--- src/rtl/otter_pipe_pkg.sv ---
// otter_pipe_pkg: opcode/branch/pc-source types, the per-stage control bundle and hazard helpers
package otter_pipe_pkg;
  typedef enum logic [6:0] {
    OP_LUI    = 7'b0110111,
    OP_AUIPC  = 7'b0010111,
    OP_JAL    = 7'b1101111,
    OP_JALR   = 7'b1100111,
    OP_BRANCH = 7'b1100011,
    OP_LOAD   = 7'b0000011,
    OP_STORE  = 7'b0100011,
    OP_IMM    = 7'b0010011,
    OP_REG    = 7'b0110011,
    OP_SYSTEM = 7'b1110011
  } opcode_t;
  typedef enum logic [2:0] {
    F3_BEQ  = 3'b000,
    F3_BNE  = 3'b001,
    F3_BLT  = 3'b100,
    F3_BGE  = 3'b101,
    F3_BLTU = 3'b110,
    F3_BGEU = 3'b111
  } func3_br_t;
  typedef enum logic [2:0] {
    PC_PLUS4  = 3'd0,
    PC_JAL    = 3'd1,
    PC_BRANCH = 3'd2,
    PC_JALR   = 3'd3,
    PC_MTVEC  = 3'd4,
    PC_MEPC   = 3'd5
  } pcsrc_t;
  typedef struct packed {
    logic       valid;
    logic [4:0] rd;
    logic [4:0] rs1;
    logic [4:0] rs2;
    logic       uses_rs1;
    logic       uses_rs2;
    logic       alu_srca;
    logic [1:0] alu_srcb;
    logic [3:0] alu_func;
    logic       mem_read;
    logic       mem_write;
    logic       mem_sign;
    logic [1:0] mem_size;
    logic       reg_wr;
    logic       csr_write;
    logic [1:0] rf_wr_sel;
    logic       br;
    func3_br_t  br_type;
    pcsrc_t     jmp;
  } ctrl_t;
  localparam ctrl_t CTRL_NOP = '0;
  // a writer with rd=x0 never creates a dependency
  function automatic logic hits(logic [4:0] rd, logic [4:0] rs1, logic u1, logic [4:0] rs2, logic u2);
    return rd != 5'd0 && ((u1 && rs1 == rd) || (u2 && rs2 == rd));
  endfunction
  // younger producer (MEM) wins over older one (WB)
  function automatic logic [1:0] fwd_sel(logic [4:0] rs, logic used, logic [4:0] mem_rd, logic [4:0] wb_rd);
    return (!used || rs == 5'd0) ? 2'd0 : mem_rd == rs ? 2'd1 : wb_rd == rs ? 2'd2 : 2'd0;
  endfunction
endpackage

--- src/rtl/otter_pipe_ctrl_if.sv ---
// otter_pipe_ctrl_if: decode/comparator/memory inputs and per-stage control outputs of the pipeline control unit
//   master: datapath side (drives instruction, flags, mem_ready; receives control)
//   slave : control unit side
interface otter_pipe_ctrl_if;
  logic [31:0] dec_ir;
  logic        dec_valid;
  logic        br_eq;
  logic        br_lt;
  logic        br_ltu;
  logic        int_taken;
  logic        mem_ready;
  logic [2:0]  pc_source;
  logic        stall_f;
  logic        stall_d;
  logic        flush_d;
  logic        alu_srca;
  logic [1:0]  alu_srcb;
  logic [3:0]  alu_func;
  logic [1:0]  fwd_a;
  logic [1:0]  fwd_b;
  logic        mem_read2;
  logic        mem_write2;
  logic        mem_sign;
  logic [1:0]  mem_size;
  logic        reg_wr_en;
  logic        csr_write;
  logic [1:0]  rf_wr_sel;
  modport master (
    output dec_ir, dec_valid, br_eq, br_lt, br_ltu, int_taken, mem_ready,
    input  pc_source, stall_f, stall_d, flush_d, alu_srca, alu_srcb, alu_func, fwd_a, fwd_b,
           mem_read2, mem_write2, mem_sign, mem_size, reg_wr_en, csr_write, rf_wr_sel
  );
  modport slave (
    input  dec_ir, dec_valid, br_eq, br_lt, br_ltu, int_taken, mem_ready,
    output pc_source, stall_f, stall_d, flush_d, alu_srca, alu_srcb, alu_func, fwd_a, fwd_b,
           mem_read2, mem_write2, mem_sign, mem_size, reg_wr_en, csr_write, rf_wr_sel
  );
endinterface

--- src/rtl/otter_ctrl_decode.sv ---
// otter_ctrl_decode: combinational decode of the DEC instruction into a control bundle
//   ir/valid in, ctrl out; invalid slots and unknown opcodes decode to no-op bundles
module otter_ctrl_decode import otter_pipe_pkg::*; #(
  parameter bit MRET_EN = 1'b1
) (
  input  logic [31:0] ir,
  input  logic        valid,
  output ctrl_t       ctrl
);
  opcode_t op;
  logic [2:0] f3;
  logic unused_ir;
  assign op = opcode_t'(ir[6:0]);
  assign f3 = ir[14:12];
  assign unused_ir = ^{ir[31], ir[29:25]};
  always_comb begin
    ctrl = CTRL_NOP;
    ctrl.valid = 1'b1;
    ctrl.rs1 = ir[19:15];
    ctrl.rs2 = ir[24:20];
    ctrl.br_type = func3_br_t'(f3);
    case (op)
      OP_REG: begin
        ctrl.reg_wr = 1'b1;
        ctrl.rf_wr_sel = 2'd3;
        ctrl.uses_rs1 = 1'b1;
        ctrl.uses_rs2 = 1'b1;
        ctrl.alu_func = {ir[30], f3};
      end
      OP_IMM: begin
        ctrl.reg_wr = 1'b1;
        ctrl.rf_wr_sel = 2'd3;
        ctrl.uses_rs1 = 1'b1;
        ctrl.alu_srcb = 2'd1;
        // only srai carries the function bit in the immediate
        ctrl.alu_func = {f3 == 3'b101 && ir[30], f3};
      end
      OP_LUI: begin
        ctrl.reg_wr = 1'b1;
        ctrl.rf_wr_sel = 2'd3;
        ctrl.alu_srca = 1'b1;
        ctrl.alu_func = 4'b1001;
      end
      OP_AUIPC: begin
        ctrl.reg_wr = 1'b1;
        ctrl.rf_wr_sel = 2'd3;
        ctrl.alu_srca = 1'b1;
        ctrl.alu_srcb = 2'd3;
      end
      OP_JAL: begin
        ctrl.reg_wr = 1'b1;
        ctrl.jmp = PC_JAL;
      end
      OP_JALR: begin
        ctrl.reg_wr = 1'b1;
        ctrl.uses_rs1 = 1'b1;
        ctrl.jmp = PC_JALR;
      end
      OP_BRANCH: begin
        ctrl.br = 1'b1;
        ctrl.uses_rs1 = 1'b1;
        ctrl.uses_rs2 = 1'b1;
      end
      OP_LOAD: begin
        ctrl.reg_wr = 1'b1;
        ctrl.rf_wr_sel = 2'd2;
        ctrl.uses_rs1 = 1'b1;
        ctrl.alu_srcb = 2'd1;
        ctrl.mem_read = 1'b1;
        ctrl.mem_sign = ir[14];
        ctrl.mem_size = ir[13:12];
      end
      OP_STORE: begin
        ctrl.uses_rs1 = 1'b1;
        ctrl.uses_rs2 = 1'b1;
        ctrl.alu_srcb = 2'd2;
        ctrl.mem_write = 1'b1;
        ctrl.mem_sign = ir[14];
        ctrl.mem_size = ir[13:12];
      end
      OP_SYSTEM: begin
        if (f3 == 3'b001) begin
          ctrl.reg_wr = 1'b1;
          ctrl.csr_write = 1'b1;
          ctrl.rf_wr_sel = 2'd1;
          ctrl.uses_rs1 = 1'b1;
        end else if (f3 == 3'b000 && MRET_EN) begin
          ctrl.jmp = PC_MEPC;
        end
      end
      default: ;
    endcase
    ctrl.rd = ctrl.reg_wr ? ir[11:7] : 5'd0;
    if (!valid) ctrl = CTRL_NOP;
  end
endmodule

--- src/rtl/otter_pipe_ctrl.sv ---
// otter_pipe_ctrl: 5-stage OTTER control unit with stage registers, hazards, forwarding and redirects
//   clk/rst: clock and asynchronous active-high reset; bus: slave side of otter_pipe_ctrl_if
module otter_pipe_ctrl import otter_pipe_pkg::*; #(
  parameter bit FWD_EN  = 1'b1,
  parameter bit INT_EN  = 1'b1,
  parameter bit MRET_EN = 1'b1
) (
  input logic clk,
  input logic rst,
  otter_pipe_ctrl_if.slave bus
);
  ctrl_t dec, ex, mem, wb;
  pcsrc_t src;
  logic taken, redirect, hazard, hz_stall, unused_stage;
  otter_ctrl_decode #(.MRET_EN(MRET_EN)) u_decode (
    .ir(bus.dec_ir),
    .valid(bus.dec_valid),
    .ctrl(dec)
  );
  always_comb begin
    taken = ex.br && (ex.br_type == F3_BEQ  ?  bus.br_eq  :
                      ex.br_type == F3_BNE  ? !bus.br_eq  :
                      ex.br_type == F3_BLT  ?  bus.br_lt  :
                      ex.br_type == F3_BGE  ? !bus.br_lt  :
                      ex.br_type == F3_BLTU ?  bus.br_ltu :
                      ex.br_type == F3_BGEU ? !bus.br_ltu : 1'b0);
    src = !ex.valid ? PC_PLUS4 :
          (INT_EN && bus.int_taken) ? PC_MTVEC :
          ex.jmp != PC_PLUS4 ? ex.jmp :
          taken ? PC_BRANCH : PC_PLUS4;
    // a frozen pipeline holds its redirect until memory is ready again
    redirect = bus.mem_ready && src != PC_PLUS4;
    hazard = FWD_EN ? ex.mem_read && hits(ex.rd, dec.rs1, dec.uses_rs1, dec.rs2, dec.uses_rs2) :
             hits(ex.rd, dec.rs1, dec.uses_rs1, dec.rs2, dec.uses_rs2) ||
             hits(mem.rd, dec.rs1, dec.uses_rs1, dec.rs2, dec.uses_rs2) ||
             hits(wb.rd, dec.rs1, dec.uses_rs1, dec.rs2, dec.uses_rs2);
    // the DEC instruction is being flushed anyway, so its stall is moot
    hz_stall = hazard && !redirect;
  end
  always_ff @(posedge clk or posedge rst)
    if (rst) begin
      ex <= CTRL_NOP;
      mem <= CTRL_NOP;
      wb <= CTRL_NOP;
    end else if (bus.mem_ready) begin
      ex <= (redirect || hz_stall) ? CTRL_NOP : dec;
      mem <= ex;
      wb <= mem;
    end
  assign bus.pc_source = redirect ? src : PC_PLUS4;
  assign bus.stall_f = !rst && (!bus.mem_ready || hz_stall);
  assign bus.stall_d = bus.stall_f;
  assign bus.flush_d = redirect;
  assign bus.alu_srca = ex.alu_srca;
  assign bus.alu_srcb = ex.alu_srcb;
  assign bus.alu_func = ex.alu_func;
  assign bus.fwd_a = FWD_EN ? fwd_sel(ex.rs1, ex.uses_rs1, mem.rd, wb.rd) : 2'd0;
  assign bus.fwd_b = FWD_EN ? fwd_sel(ex.rs2, ex.uses_rs2, mem.rd, wb.rd) : 2'd0;
  assign bus.mem_read2 = mem.mem_read;
  assign bus.mem_write2 = mem.mem_write;
  assign bus.mem_sign = mem.mem_sign;
  assign bus.mem_size = mem.mem_size;
  assign bus.reg_wr_en = wb.reg_wr;
  assign bus.csr_write = wb.csr_write;
  assign bus.rf_wr_sel = wb.rf_wr_sel;
  assign unused_stage = ^{ex, mem, wb};
endmodule

--- src/flat_wrapper.sv ---
// flat-port wrapper written by rule: the top's interface ports become plain ports
module otter_pipe_ctrl_flat import otter_pipe_pkg::*;
#(
  parameter bit FWD_EN  = 1'b1,
  parameter bit INT_EN  = 1'b1,
  parameter bit MRET_EN = 1'b1
)
  (clk, rst, bus_dec_ir, bus_dec_valid, bus_br_eq, bus_br_lt, bus_br_ltu, bus_int_taken, bus_mem_ready, bus_pc_source, bus_stall_f, bus_stall_d, bus_flush_d, bus_alu_srca, bus_alu_srcb, bus_alu_func, bus_fwd_a, bus_fwd_b, bus_mem_read2, bus_mem_write2, bus_mem_sign, bus_mem_size, bus_reg_wr_en, bus_csr_write, bus_rf_wr_sel);
  otter_pipe_ctrl_if bus_i ();
  input logic clk;
  input logic rst;
  input wire logic [$bits(bus_i.dec_ir)-1:0] bus_dec_ir;
  input wire logic [$bits(bus_i.dec_valid)-1:0] bus_dec_valid;
  input wire logic [$bits(bus_i.br_eq)-1:0] bus_br_eq;
  input wire logic [$bits(bus_i.br_lt)-1:0] bus_br_lt;
  input wire logic [$bits(bus_i.br_ltu)-1:0] bus_br_ltu;
  input wire logic [$bits(bus_i.int_taken)-1:0] bus_int_taken;
  input wire logic [$bits(bus_i.mem_ready)-1:0] bus_mem_ready;
  output wire logic [$bits(bus_i.pc_source)-1:0] bus_pc_source;
  output wire logic [$bits(bus_i.stall_f)-1:0] bus_stall_f;
  output wire logic [$bits(bus_i.stall_d)-1:0] bus_stall_d;
  output wire logic [$bits(bus_i.flush_d)-1:0] bus_flush_d;
  output wire logic [$bits(bus_i.alu_srca)-1:0] bus_alu_srca;
  output wire logic [$bits(bus_i.alu_srcb)-1:0] bus_alu_srcb;
  output wire logic [$bits(bus_i.alu_func)-1:0] bus_alu_func;
  output wire logic [$bits(bus_i.fwd_a)-1:0] bus_fwd_a;
  output wire logic [$bits(bus_i.fwd_b)-1:0] bus_fwd_b;
  output wire logic [$bits(bus_i.mem_read2)-1:0] bus_mem_read2;
  output wire logic [$bits(bus_i.mem_write2)-1:0] bus_mem_write2;
  output wire logic [$bits(bus_i.mem_sign)-1:0] bus_mem_sign;
  output wire logic [$bits(bus_i.mem_size)-1:0] bus_mem_size;
  output wire logic [$bits(bus_i.reg_wr_en)-1:0] bus_reg_wr_en;
  output wire logic [$bits(bus_i.csr_write)-1:0] bus_csr_write;
  output wire logic [$bits(bus_i.rf_wr_sel)-1:0] bus_rf_wr_sel;
  assign bus_i.dec_ir = bus_dec_ir;
  assign bus_i.dec_valid = bus_dec_valid;
  assign bus_i.br_eq = bus_br_eq;
  assign bus_i.br_lt = bus_br_lt;
  assign bus_i.br_ltu = bus_br_ltu;
  assign bus_i.int_taken = bus_int_taken;
  assign bus_i.mem_ready = bus_mem_ready;
  assign bus_pc_source = bus_i.pc_source;
  assign bus_stall_f = bus_i.stall_f;
  assign bus_stall_d = bus_i.stall_d;
  assign bus_flush_d = bus_i.flush_d;
  assign bus_alu_srca = bus_i.alu_srca;
  assign bus_alu_srcb = bus_i.alu_srcb;
  assign bus_alu_func = bus_i.alu_func;
  assign bus_fwd_a = bus_i.fwd_a;
  assign bus_fwd_b = bus_i.fwd_b;
  assign bus_mem_read2 = bus_i.mem_read2;
  assign bus_mem_write2 = bus_i.mem_write2;
  assign bus_mem_sign = bus_i.mem_sign;
  assign bus_mem_size = bus_i.mem_size;
  assign bus_reg_wr_en = bus_i.reg_wr_en;
  assign bus_csr_write = bus_i.csr_write;
  assign bus_rf_wr_sel = bus_i.rf_wr_sel;
  otter_pipe_ctrl #(.FWD_EN(FWD_EN), .INT_EN(INT_EN), .MRET_EN(MRET_EN)) u_core (.clk(clk), .rst(rst), .bus(bus_i));
endmodule
--- config.mk ---
export PLATFORM = sky130hd
export DESIGN_NAME = otter_pipe_ctrl_flat
export DESIGN_NICKNAME = d
export VERILOG_FILES = /design/src/rtl/otter_pipe_pkg.sv /design/src/rtl/otter_pipe_ctrl_if.sv /design/src/rtl/otter_ctrl_decode.sv /design/src/rtl/otter_pipe_ctrl.sv /design/src/flat_wrapper.sv
export SDC_FILE = /design/constraint.sdc
export NUM_CORES = 1
export LEC_CHECK = 0
export ABC_AREA = 1
export CORE_ASPECT_RATIO = 0.8
export CORE_MARGIN = 10
export CORE_UTILIZATION = 48
export CTS_CLUSTER_DIAMETER = 120
export DETAILED_ROUTE_END_ITERATION = 10
export PLACE_DENSITY = 0.76
export SLEW_MARGIN = 20
export SYNTH_ARGS = -nofsm -noshare
export SYNTH_HDL_FRONTEND = slang
export SYNTH_SLANG_ARGS = --single-unit
--- constraint.sdc ---
create_clock -name clk -period 2 [get_ports clk]
set_input_delay 0.5 -clock clk [delete_from_list [all_inputs] [get_ports clk]]
set_output_delay 0.5 -clock clk [all_outputs]
set_load 0.005 [all_outputs]
# Yosys cells after proc, flatten, opt, wreduce, memory -nomap -nowiden
# Cells that the tools add are included.
# totals
latchBits	0
register_bits	64
out_inout_bits	26
input_bits	40
mem_count	0
ramBits	0
elab_cells	127
romBits	0
# op_classes
n_bitwise	0
eq_ne	23
magnitude_cmp	0
n_mul	0
shifts	0
mux	37
n_reduce_logical	36
div	0
n_addsub	0
# ops
op	n
2-to-1 mux 41 bit	2
equality test 5 bit	6
equality test 7 bit (second input constant)	4
equality test 7 x 6 -> 1 bit (second input constant)	3
2-to-1 mux 3 bit	7
equality test 3 bit (second input constant)	5
equality test 7 x 5 -> 1 bit (second input constant)	2
2-to-1 mux 2 bit	7
2-to-1 mux 1 bit	13
case mux 2 bit (3 select lines)	2
case mux 4 bit (3 select lines)	1
logical NOT 5 bit	2
logical AND 1 bit	9
case mux 3 bit (3 select lines)	1
logical NOT 1 bit	8
equality test 7 x 2 -> 1 bit (second input constant)	1
OR reduction 7 bit	1
equality test 3 x 1 -> 1 bit (second input constant)	2
logical NOT 3 bit	2
nonzero test 3 bit	2
OR reduction 2 bit	3
OR reduction 6 bit	1
logical OR 1 bit	5
2-to-1 mux 5 bit	1
5 further kinds	6

# Logic depth before layout (Yosys ltp)
# Gate-level depths: netlist of run 1.
# logic_depth
word_depth	18
mapped_depth	14
mapped_depth_nobuf	13

# Hierarchy
# Synthesis of run 1 repeated with hierarchy kept, for this count alone.
# hier_totals
cells_unflattened	588
area_unflattened_um2	4051.4
# modules_own_cells
mod	area_each_um2	cells_per_inst	instances
otter_pipe_ctrl	3442.1	475	1
otter_ctrl_decode	609.3	113	1

# Least setup slack after synthesis of run 1
# Ideal clock, no wire load.
# synth_path
kind	input-to-output
startpoint	in bus_dec_ir[1]
endpoint	out bus_stall_f
n_path_buf	1
setup_slack_ps	-170
t_required_ps	1500
arrival_ps	1670
cell_stages	13
cell_sequence	nand2_1 nor2_4 nand3_1 nand2_1 inv_2 nand2_2 nand2_1 nand2_1 nand3_2 nand2_1 nand2_1 nor2_1 buf_4
# synth_between
elab_chain_len	11
word_cells_on_any_way	20
cone_classes	eq/ne: 7; mux: 3; reduce/logical: 10
# synth_lines
element	line_no	text
start, declared	flat_wrapper.sv:12	input wire logic [$bits(bus_i.dec_ir)-1:0] bus_dec_ir;
equality test 7 x 2 -> 1 bit (tied with other cells)	otter_ctrl_decode.sv:22	case (op)
OR reduction 6 bit (no source line) or OR reduction 3 bit (tied branches)	n/a	
case mux 1 bit (2 select lines) or 2-to-1 mux 1 bit (tied branches)	otter_ctrl_decode.sv:22	
2-to-1 mux 41 bit *	otter_ctrl_decode.sv:94	if (!valid) ctrl = CTRL_NOP;
logical AND 1 bit	otter_pipe_pkg.sv:55	return rd != 5'd0 && ((u1 && rs1 == rd) || (u2 && rs2 == rd));
logical OR 1 bit *	otter_pipe_pkg.sv:55	
logical AND 1 bit *	otter_pipe_pkg.sv:55	
logical AND 1 bit *	otter_pipe_ctrl.sv:33	hazard = FWD_EN ? ex.mem_read && hits(ex.rd, dec.rs1, dec.uses_rs1, dec.rs2, dec.uses_rs2) :
logical AND 1 bit *	otter_pipe_ctrl.sv:38	hz_stall = hazard && !redirect;
logical OR 1 bit *	otter_pipe_ctrl.sv:51	assign bus.stall_f = !rst && (!bus.mem_ready || hz_stall);
logical AND 1 bit *	otter_pipe_ctrl.sv:51	
end, declared	flat_wrapper.sv:20	output wire logic [$bits(bus_i.stall_f)-1:0] bus_stall_f;
# Mark *: on every way between the ends. The rest lies on a longest branch, timed or not.

# Worst setup path after layout of run 1
# layout_path
startpoint	reg u_core.ex[5] in the netlist's numbering
endpoint	out bus_pc_source[1]
# layout_between
elab_chain_len	15
word_cells_on_any_way	20
cone_classes	eq/ne: 5; mux: 11; reduce/logical: 4
# layout_lines
element	line_no	text
start, declared	otter_pipe_ctrl.sv:12	ctrl_t dec, ex, mem, wb;
start signal, assigned	otter_pipe_ctrl.sv:46	ex <= (redirect || hz_stall) ? CTRL_NOP : dec;
equality test 3 bit	otter_pipe_ctrl.sv:26	ex.br_type == F3_BGEU ? !bus.br_ltu : 1'b0);
2-to-1 mux 1 bit	otter_pipe_ctrl.sv:26	
2-to-1 mux 1 bit	otter_pipe_ctrl.sv:25	ex.br_type == F3_BLTU ? bus.br_ltu :
2-to-1 mux 1 bit	otter_pipe_ctrl.sv:24	ex.br_type == F3_BGE ? !bus.br_lt :
2-to-1 mux 1 bit	otter_pipe_ctrl.sv:23	ex.br_type == F3_BLT ? bus.br_lt :
2-to-1 mux 1 bit	otter_pipe_ctrl.sv:22	ex.br_type == F3_BNE ? !bus.br_eq :
2-to-1 mux 1 bit *	otter_pipe_ctrl.sv:21	taken = ex.br && (ex.br_type == F3_BEQ ? bus.br_eq :
logical AND 1 bit *	otter_pipe_ctrl.sv:21	
2-to-1 mux 2 bit *	otter_pipe_ctrl.sv:30	taken ? PC_BRANCH : PC_PLUS4;
2-to-1 mux 3 bit *	otter_pipe_ctrl.sv:29	ex.jmp != PC_PLUS4 ? ex.jmp :
2-to-1 mux 3 bit *	otter_pipe_ctrl.sv:28	(INT_EN && bus.int_taken) ? PC_MTVEC :
2-to-1 mux 3 bit *	otter_pipe_ctrl.sv:27	src = !ex.valid ? PC_PLUS4 :
nonzero test 3 bit	otter_pipe_ctrl.sv:32	redirect = bus.mem_ready && src != PC_PLUS4;
logical AND 1 bit	otter_pipe_ctrl.sv:32	
2-to-1 mux 3 bit *	otter_pipe_ctrl.sv:50	assign bus.pc_source = redirect ? src : PC_PLUS4;
end, declared	flat_wrapper.sv:19	output wire logic [$bits(bus_i.pc_source)-1:0] bus_pc_source;
# Marks and branches as above.

==> results of run 1 <==
## layout make-up
type	count	area (um2)
Fill cell	588	2000
Clock inverter	4	53.8
Clock buffer	12	145
Tap cell	105	131
Multi-Input combinational cell	376	2040
Inverter	45	190
Timing Repair Buffer	172	1400
Sequential cell	64	1610
## through the flow
stage	instance area [um2]	power (mW)	hold WS, ps
after global placement	5000	1.87	455
after CTS	5440	3.08	477
after global routing	5560	3.22	499
after floorplan	3860	1.63	442
final	5560	3.10	472
after detailed placement	5000	1.89	459
## metal layers
metal	routed length, um	track usage	part of all wire
met1	5180	0.249	0.44
met4	298	0.0537	0.025
met2	5460	0.317	0.46
met5	0	0	0
met3	926	0.0554	0.078
## how the worst min path moves through the flow
stage	endpoint	cells past startpoint	slack, ps
after CTS	u_core.mem[8]	2	480
after floorplan	u_core.mem[7]	2	440
after global routing	u_core.mem[8]	2	500
after detailed placement	u_core.bus.mem_read2	2	460
final	u_core.bus.mem_read2	2	470
after global placement	u_core.mem[7]	2	450
## registers in the layout (all words and copies together), names as in the netlist
name	cells
u_core.bus.alu_func	4
u_core.bus.alu_srca	1
u_core.bus.alu_srcb	2
u_core.bus.csr_write	1
u_core.bus.mem_read2	1
u_core.bus.mem_sign	1
u_core.bus.mem_size	2
u_core.bus.mem_write2	1
u_core.bus.reg_wr_en	1
u_core.bus.rf_wr_sel	2
u_core.ex	34
u_core.mem	9
u_core.wb	5
## cells by family after synthesis
logic type	after synthesis	share of synthesized area
compound gates	27	0.0388
xor+xnor	34	0.0782
buf+inv	85	0.104
flops	64	0.420
simple gates	315	0.359
## cell usage in the layout, fill, tap and decap left out, types with 3 or more instances in the layout
master	count
a21oi_1	4
a21oi_2	3
buf_2	12
buf_4	110
buf_6	6
clkbuf_8	10
clkdlybuf4s50_1	23
clkinvlp_4	3
dfrtp_1	61
dfrtp_2	3
dlygate4sd2_1	16
inv_1	29
inv_2	13
nand2_1	184
nand2_2	10
nand2_4	3
nand3_1	16
nand3_2	7
nand4_1	43
nor2_1	24
nor2_2	5
nor2_4	4
nor3_1	7
nor3_2	5
o21ai_0	13
o21ai_1	3
xnor2_1	14
xor2_1	18
## power by group through the flow
stage                     sequential, mW  combinational [mW]  clock, mW
after floorplan                     1.38               0.254          0
after global placement              1.39               0.487          0
after detailed placement            1.39               0.502          0
after CTS                           1.37               0.552       1.16
after global routing                1.38               0.639       1.21
final                               1.37               0.592       1.14
## what timing repair did
| item | CTS | global route |
|---|---|---|
| buffers inserted | 27 | 6 |
| pin swaps | 33 | 21 |
| setup endpoints to repair | 41 | 19 |
| gates resized for setup | 125 | 30 |
## worst max-delay path, cell delays in order (launching register included)
cell,delay (ps)
dfrtp_2,440
inv_2,60
nand2_1,50
nand3_1,60
nand3_1,70
nand2_1,80
nand2_1,80
nand2_2,100
nand2_4,70
buf_4,140
buf_6,110
nor2_4,70
buf_2,120
==> summary.json, run 1 <==
{
  "result_of_the_run": {"value": "finished, violations left"},
  "violations_in_the_final_reports": {"value": "negative setup slack"},
  "worst_margin_pin_slew": {"value": 525, "unit": "ps"},
  "power_density": {"value": 558, "unit": "nW/um2"},
  "worst-endpoint-arrival": {"value": 1780, "unit": "ps"},
  "vdd.ir_drop.worst": {"value": 0.378, "unit": "mV"},
  "antenna_found_initial": {"value": 0},
  "routed_wl": {"value": 11900, "unit": "um"},
  "final_number_of_setup_violating_endpoints": {"value": 10},
  "tritoncts": {"value": "yes"},
  "final.setup_skew": {"value": 9.31, "unit": "ps"},
  "async_reset_ff_frac": {"value": 1.00},
  "drt_iter0_markers": {"value": 405},
  "synthToLayoutAreaGrowth": {"value": 46.0, "unit": "%"},
  "core_region_area": {"value": 7570, "unit": "um2"},
  "cts_root_buffer": {"value": "clkbuf_8"},
  "netlist.area_leader.share": {"value": 0.420},
  "gr-usage-all-layers": {"value": 0.195},
  "holdCritPathClass": {"value": "register to register"},
  "die-width": {"value": 120, "unit": "um"},
  "internal-power": {"value": 2.22, "unit": "mW"},
  "fmaxAchievable": {"value": 439, "unit": "MHz"},
  "warnings_synthesis": {"value": 0},
  "globalplace.congestion": {"value": 0.950},
  "grt_start_max_net_pins": {"value": 51},
  "row_count": {"value": 28},
  "worst_skew_pair.late_latency": {"value": 360, "unit": "ps"},
  "dp.final_hpwl": {"value": 8090, "unit": "um"},
  "netSwitchingFraction": {"value": 0.284},
  "boundaryPins": {"value": 66},
  "worst_setup_path_start_kind": {"value": "register"},
  "pre_cts_ws": {"value": -1140, "unit": "ps"},
  "synthesis.nets": {"value": 565},
  "cp.required": {"value": 1500, "unit": "ps"},
  "number_of_max_cap_violations": {"value": 0},
  "post-synth-top-count-cell": {"value": "nand2_1"},
  "fraction_of_the_yosys_area_taken_by_sequential_cells": {"value": 0.420},
  "power.share.combinational": {"value": 0.191},
  "worstSetupEndpoint": {"value": "bus_pc_source[1]"},
  "worst_setup_path_end_kind": {"value": "primary output"},
  "first_global_vias": {"value": 3969},
  "slew_violations": {"value": 0},
  "n_antenna_cell": {"value": 0},
  "final_core_util": {"value": 0.735},
  "min-delay-start": {"value": "u_core.bus.mem_read2"},
  "slew_headroom": {"value": 0.650},
  "grt_setup_unrepaired": {"value": "yes"},
  "post_drt_wl_per_cell": {"value": 15.3, "unit": "um"},
  "clkSinkCount": {"value": 64},
  "pwr-share-seq": {"value": 0.442},
  "drcViolationCount": {"value": 0},
  "setup-tns-final": {"value": -1990, "unit": "ps"},
  "postSynthCellCount": {"value": 525},
  "detail_route.vias_per_cell": {"value": 5.22},
  "io_buffer_count": {"value": 59},
  "reg2reg_to": {"value": "u_core.bus.alu_func[1]"},
  "cp-startpoint": {"value": "u_core.ex[5]"},
  "grt-ovfl-total": {"value": 0},
  "postLayoutSetupSlackWorst": {"value": -280, "unit": "ps"},
  "clk_network_pwr_share": {"value": 0.367},
  "drt-pass1-iter-count": {"value": 5},
  "worstReg2RegStart": {"value": "u_core.ex[5]"},
  "die-area": {"value": 11900, "unit": "um2"},
  "instances_no_fill": {"value": 778},
  "reg2reg_setup_slack": {"value": 100, "unit": "ps"},
  "synth.lib_cells_used.distinct": {"value": 29},
  "cts.htree.levels": {"value": 3},
  "clock_tree.buffer_depth": {"value": 2},
  "total_switching_power": {"value": 0.883, "unit": "mW"},
  "cts_made_buffers": {"value": 9},
  "initial_core_util": {"value": 0.503},
  "nNetsFinal": {"value": 708},
  "cts_hold_repair.buffers": {"value": 0},
  "type_of_the_setup_path_with_the_least_slack": {"value": "register to primary output"},
  "reg2reg_depth": {"value": 15},
  "critical_path_peak_fanout": {"value": 5},
  "yosys.area.top_type": {"value": "dfrtp_1"},
  "die_h": {"value": 99.7, "unit": "um"},
  "dr_total_vias": {"value": 4058},
  "grt_pass1_wl": {"value": 19100, "unit": "um"},
  "ys.flop_type": {"value": "dfrtp_1"},
  "synthesis.area_per_instance": {"value": 7.26, "unit": "um2"},
  "final.min_clock_period": {"value": 2280, "unit": "ps"},
  "timing.final.crit_share": {"value": 1.14},
  "power.leakage": {"value": 2.94, "unit": "nW"},
  "numPlacedInstances": {"value": 732},
  "clk_pin_slew": {"value": 70, "unit": "ps"},
  "layout-drive-gt1-share": {"value": 0.312},
  "hold_viol": {"value": 0},
  "postSynthRegisterBits": {"value": 64},
  "post_synth_most_frequent_cells": {"value": "nand2_1, dfrtp_1, nand4_1"},
  "drtAntennaViolNets": {"value": 0},
  "synthesis.area": {"value": 3810, "unit": "um2"},
  "yosys-top-cells-area": {"value": "dfrtp_1, nand2_1, nand4_1"},
  "synth_enable_flop_cells": {"value": 0}
}
(Power assumes the default switching activity.)
==> inputs of run 2 (changes only) <==
Settings changed: CORE_UTILIZATION 48 to 50, TNS_END_PERCENT from default to 10.
Clock period 2 ns to 2.2 ns, I/O delays scaled along.
==> run 2 against run 1 <==
  * The run still ends with negative setup slack left
  * Routed wire length is 7.1% lower
  * Final area is 3.9% lower
  * Via count is 3.9% lower
  * Sequential power is 9% lower
==> summary.json, run 2 (synthesis gave the netlist of run 1 again) <==
{
  "crit_path_top_delay_cell": {"value": "nor2_4", "change": "was dfrtp_2"},
  "boundaryPins": {"value": 66, "change": "unchanged"},
  "synthToLayoutAreaGrowth": {"value": 40.3, "unit": "%", "change": "was 46.0%"},
  "first_global_vias": {"value": 3743, "change": "was 3969"},
  "clock_tree.buffer_depth": {"value": 2, "change": "unchanged"},
  "result_of_the_run": {"value": "finished, violations left", "change": "unchanged"},
  "violations_in_the_final_reports": {"value": "negative setup slack", "change": "unchanged"},
  "path_common_cell": {"value": "nand2_1", "change": "unchanged"},
  "pre_cts_ws": {"value": -1020, "unit": "ps", "change": "was -1140 ps"},
  "cts_root_buffer": {"value": "clkbuf_8", "change": "unchanged"},
  "drt-pass1-iter-count": {"value": 5, "change": "unchanged"},
  "number_of_max_cap_violations": {"value": 0, "change": "unchanged"},
  "fmaxAchievable": {"value": 417, "unit": "MHz"},
  "dp.final_hpwl": {"value": 7860, "unit": "um", "change": "was 8090 um"},
  "globalplace.congestion": {"value": 0.934, "change": "was 0.950"},
  "worstReg2RegStart": {"value": "u_core.ex[5]", "change": "unchanged"},
  "initial_core_util": {"value": 0.515, "change": "was 0.503"},
  "type_of_the_setup_path_with_the_least_slack": {"value": "input pin to primary output", "change": "was register to primary output"},
  "gr-usage-all-layers": {"value": 0.185, "change": "was 0.195"},
  "tritoncts": {"value": "yes", "change": "unchanged"},
  "critical_path_peak_fanout": {"value": 5, "change": "unchanged"},
  "slew_headroom": {"value": 0.658, "change": "was 0.650"},
  "final_number_of_setup_violating_endpoints": {"value": 5, "change": "was 10"},
  "holdCritPathClass": {"value": "register to register", "change": "unchanged"},
  "worst_skew_pair.late_latency": {"value": 340, "unit": "ps", "change": "was 360 ps"},
  "n_antenna_cell": {"value": 0, "change": "unchanged"},
  "final.setup_skew": {"value": 5.09, "unit": "ps", "change": "was 9.31 ps"},
  "layout-drive-gt1-share": {"value": 0.278, "change": "was 0.312"},
  "worst_setup_path_start_kind": {"value": "input pin", "change": "was register"},
  "post_drt_wl_per_cell": {"value": 14.6, "unit": "um", "change": "was 15.3 um"},
  "slew_violations": {"value": 0, "change": "unchanged"},
  "grt_start_max_net_pins": {"value": 54, "change": "was 51"},
  "vdd.ir_drop.worst": {"value": 0.356, "unit": "mV", "change": "was 0.378 mV"},
  "io_buffer_count": {"value": 59, "change": "unchanged"},
  "layout_common_cells": {"value": "nand2_1, buf_4, dfrtp_1, nand4_1, inv_1", "change": "unchanged"},
  "reg.largest.list": {"value": "u_core.ex: 34 flops, u_core.mem: 9 flops, u_core.wb: 5 flops", "change": "unchanged"},
  "cp.required": {"value": 1650, "unit": "ps", "change": "was 1500 ps"},
  "grt_setup_unrepaired": {"value": "yes", "change": "unchanged"},
  "power_density": {"value": 512, "unit": "nW/um2", "change": "was 558 nW/um2"},
  "reg2reg_setup_slack": {"value": 370, "unit": "ps", "change": "was 100 ps"},
  "layout.cells.most_common": {"value": "nand2_1", "change": "unchanged"},
  "die-width": {"value": 118, "unit": "um", "change": "was 120 um"},
  "worst_margin_pin_slew": {"value": 513, "unit": "ps", "change": "was 525 ps"},
  "detail_route.vias_per_cell": {"value": 5.16, "change": "was 5.22"},
  "worst_setup_path_end_kind": {"value": "primary output", "change": "unchanged"},
  "hold_viol": {"value": 0, "change": "unchanged"},
  "regMostFlops": {"value": "u_core.ex", "change": "unchanged"},
  "row_count": {"value": 28, "change": "unchanged"},
  "drt_iter0_markers": {"value": 268, "change": "was 405"},
  "cts_made_buffers": {"value": 9, "change": "unchanged"},
  "min-delay-start": {"value": "u_core.bus.rf_wr_sel[1]", "change": "was u_core.bus.mem_read2"},
  "postLayoutSetupSlackWorst": {"value": -196, "unit": "ps", "change": "was -280 ps"},
  "core_region_area": {"value": 7390, "unit": "um2", "change": "was 7570 um2"},
  "grt-ovfl-total": {"value": 0, "change": "unchanged"},
  "clkSinkCount": {"value": 64, "change": "unchanged"},
  "cts_hold_repair.buffers": {"value": 0, "change": "unchanged"},
  "reg2reg_depth": {"value": 15, "change": "unchanged"},
  "routed_wl": {"value": 11000, "unit": "um", "change": "was 11900 um"},
  "reg2reg_to": {"value": "u_core.ex[13]", "change": "was u_core.bus.alu_func[1]"},
  "cts.htree.levels": {"value": 3, "change": "unchanged"},
  "cp_cell_sequence": {"value": "clkbuf_4 -> inv_8 -> nand2_4 -> nor2_4 -> nand3_2 -> nand2_1 -> inv_2 -> nand2_2 -> nand2_1 -> nand2_1 -> nand3_2 -> nand2_2 -> nand2_4 -> nor2_4 -> buf_2", "change": "was inv_2 -> nand2_1 -> nand3_1 -> nand3_1 -> nand2_1 -> nand2_1 -> nand2_2 -> nand2_4 -> buf_4 -> buf_6 -> nor2_4 -> buf_2"},
  "die_h": {"value": 98.1, "unit": "um", "change": "was 99.7 um"},
  "setup-tns-final": {"value": -673, "unit": "ps", "change": "was -1990 ps"},
  "nNetsFinal": {"value": 687, "change": "was 708"},
  "cpPeakStageDelay": {"value": 190, "unit": "ps", "change": "was 440 ps"},
  "final.min_clock_period": {"value": 2400, "unit": "ps"},
  "largest_register_ffs": {"value": 34, "change": "unchanged"},
  "min_delay_worst_endpoint": {"value": "u_core.bus.rf_wr_sel[1]", "change": "was u_core.bus.mem_read2"},
  "drcViolationCount": {"value": 0, "change": "unchanged"},
  "drtAntennaViolNets": {"value": 0, "change": "unchanged"},
  "clk_pin_slew": {"value": 70, "unit": "ps", "change": "about the same"},
  "timing.final.crit_share": {"value": 1.09},
  "antenna_found_initial": {"value": 0, "change": "unchanged"},
  "power.leakage": {"value": 2.84, "unit": "nW", "change": "was 2.94 nW"},
  "worst-endpoint-arrival": {"value": 1850, "unit": "ps", "change": "was 1780 ps"},
  "dr_total_vias": {"value": 3901, "change": "was 4058"},
  "die-area": {"value": 11500, "unit": "um2", "change": "was 11900 um2"},
  "grt_pass1_wl": {"value": 17900, "unit": "um", "change": "was 19100 um"},
  "hold-path-cell-count": {"value": 2, "change": "unchanged"}
}
run 2: cell count changes in the layout (fill, tap and decap cells not counted), moves of 3 or more:
| cell | change |
|---|---|
| clkdlybuf4s15_1 | +3 |
| buf_6 | -4 |
| nand2_2 | -3 |
| buf_4 | -22 |
| nand3_1 | +3 |
run 2: repair_timing:
item	CTS	global route
gates cloned	0	0
setup buffers	14	6
gates resized for setup	96	36
pin swaps	21	14
setup endpoints to repair	10	9
run 2: worst max path at each step:
stage	start	end	cells past startpoint
floorplan	bus_dec_ir[3]	bus_stall_f	14
global placement	bus_dec_ir[3]	bus_stall_f	15
detailed placement	bus_dec_ir[3]	bus_stall_d	15
CTS	bus_dec_ir[6]	bus_stall_d	13
global route	bus_dec_ir[3]	bus_stall_d	15
finish	bus_dec_ir[3]	bus_stall_d	15
run 2: layer usage:
metal,routed length (um),up-vias,GRT usage
li1,-,1915,-
met5,0,-,0
met3,774,14,0.0524
met1,5080,1836,0.243
met4,121,0,0.0474
met2,5060,136,0.294
run 2: layout make-up:
type | count | area (um2)
tap | 105 | 131
clock buffer | 11 | 141
inverter | 45 | 184
multi-input combinational | 376 | 1980
fill | 576 | 2050
clock inverter | 4 | 55.1
timing repair buffer | 151 | 1240
sequential | 64 | 1610
run 2: power breakdown:
group | internal, mW | switching, mW | total, mW
clock network | 0.552 | 0.464 | 1.02
logic | 0.218 | 0.257 | 0.475
registers | 1.21 | 0.0361 | 1.24
total | 1.98 | 0.757 | 2.74
run 2: stage by stage:
step	std cells	power (mW)	utilization	instance area (um2)	hold WS (ps)
finish	756	2.74	0.723	5350	473
global route	756	2.85	0.723	5350	504
CTS	750	2.72	0.708	5230	476
detailed placement	721	1.70	0.666	4920	458
global placement	721	1.69	0.666	4920	453
floorplan	525	1.49	-	3850	442
run 2: critical path, delay by kind of cell:
family,cells,cell delay (ps)
buffers and inverters,4,340
and+or+nand+nor,11,960
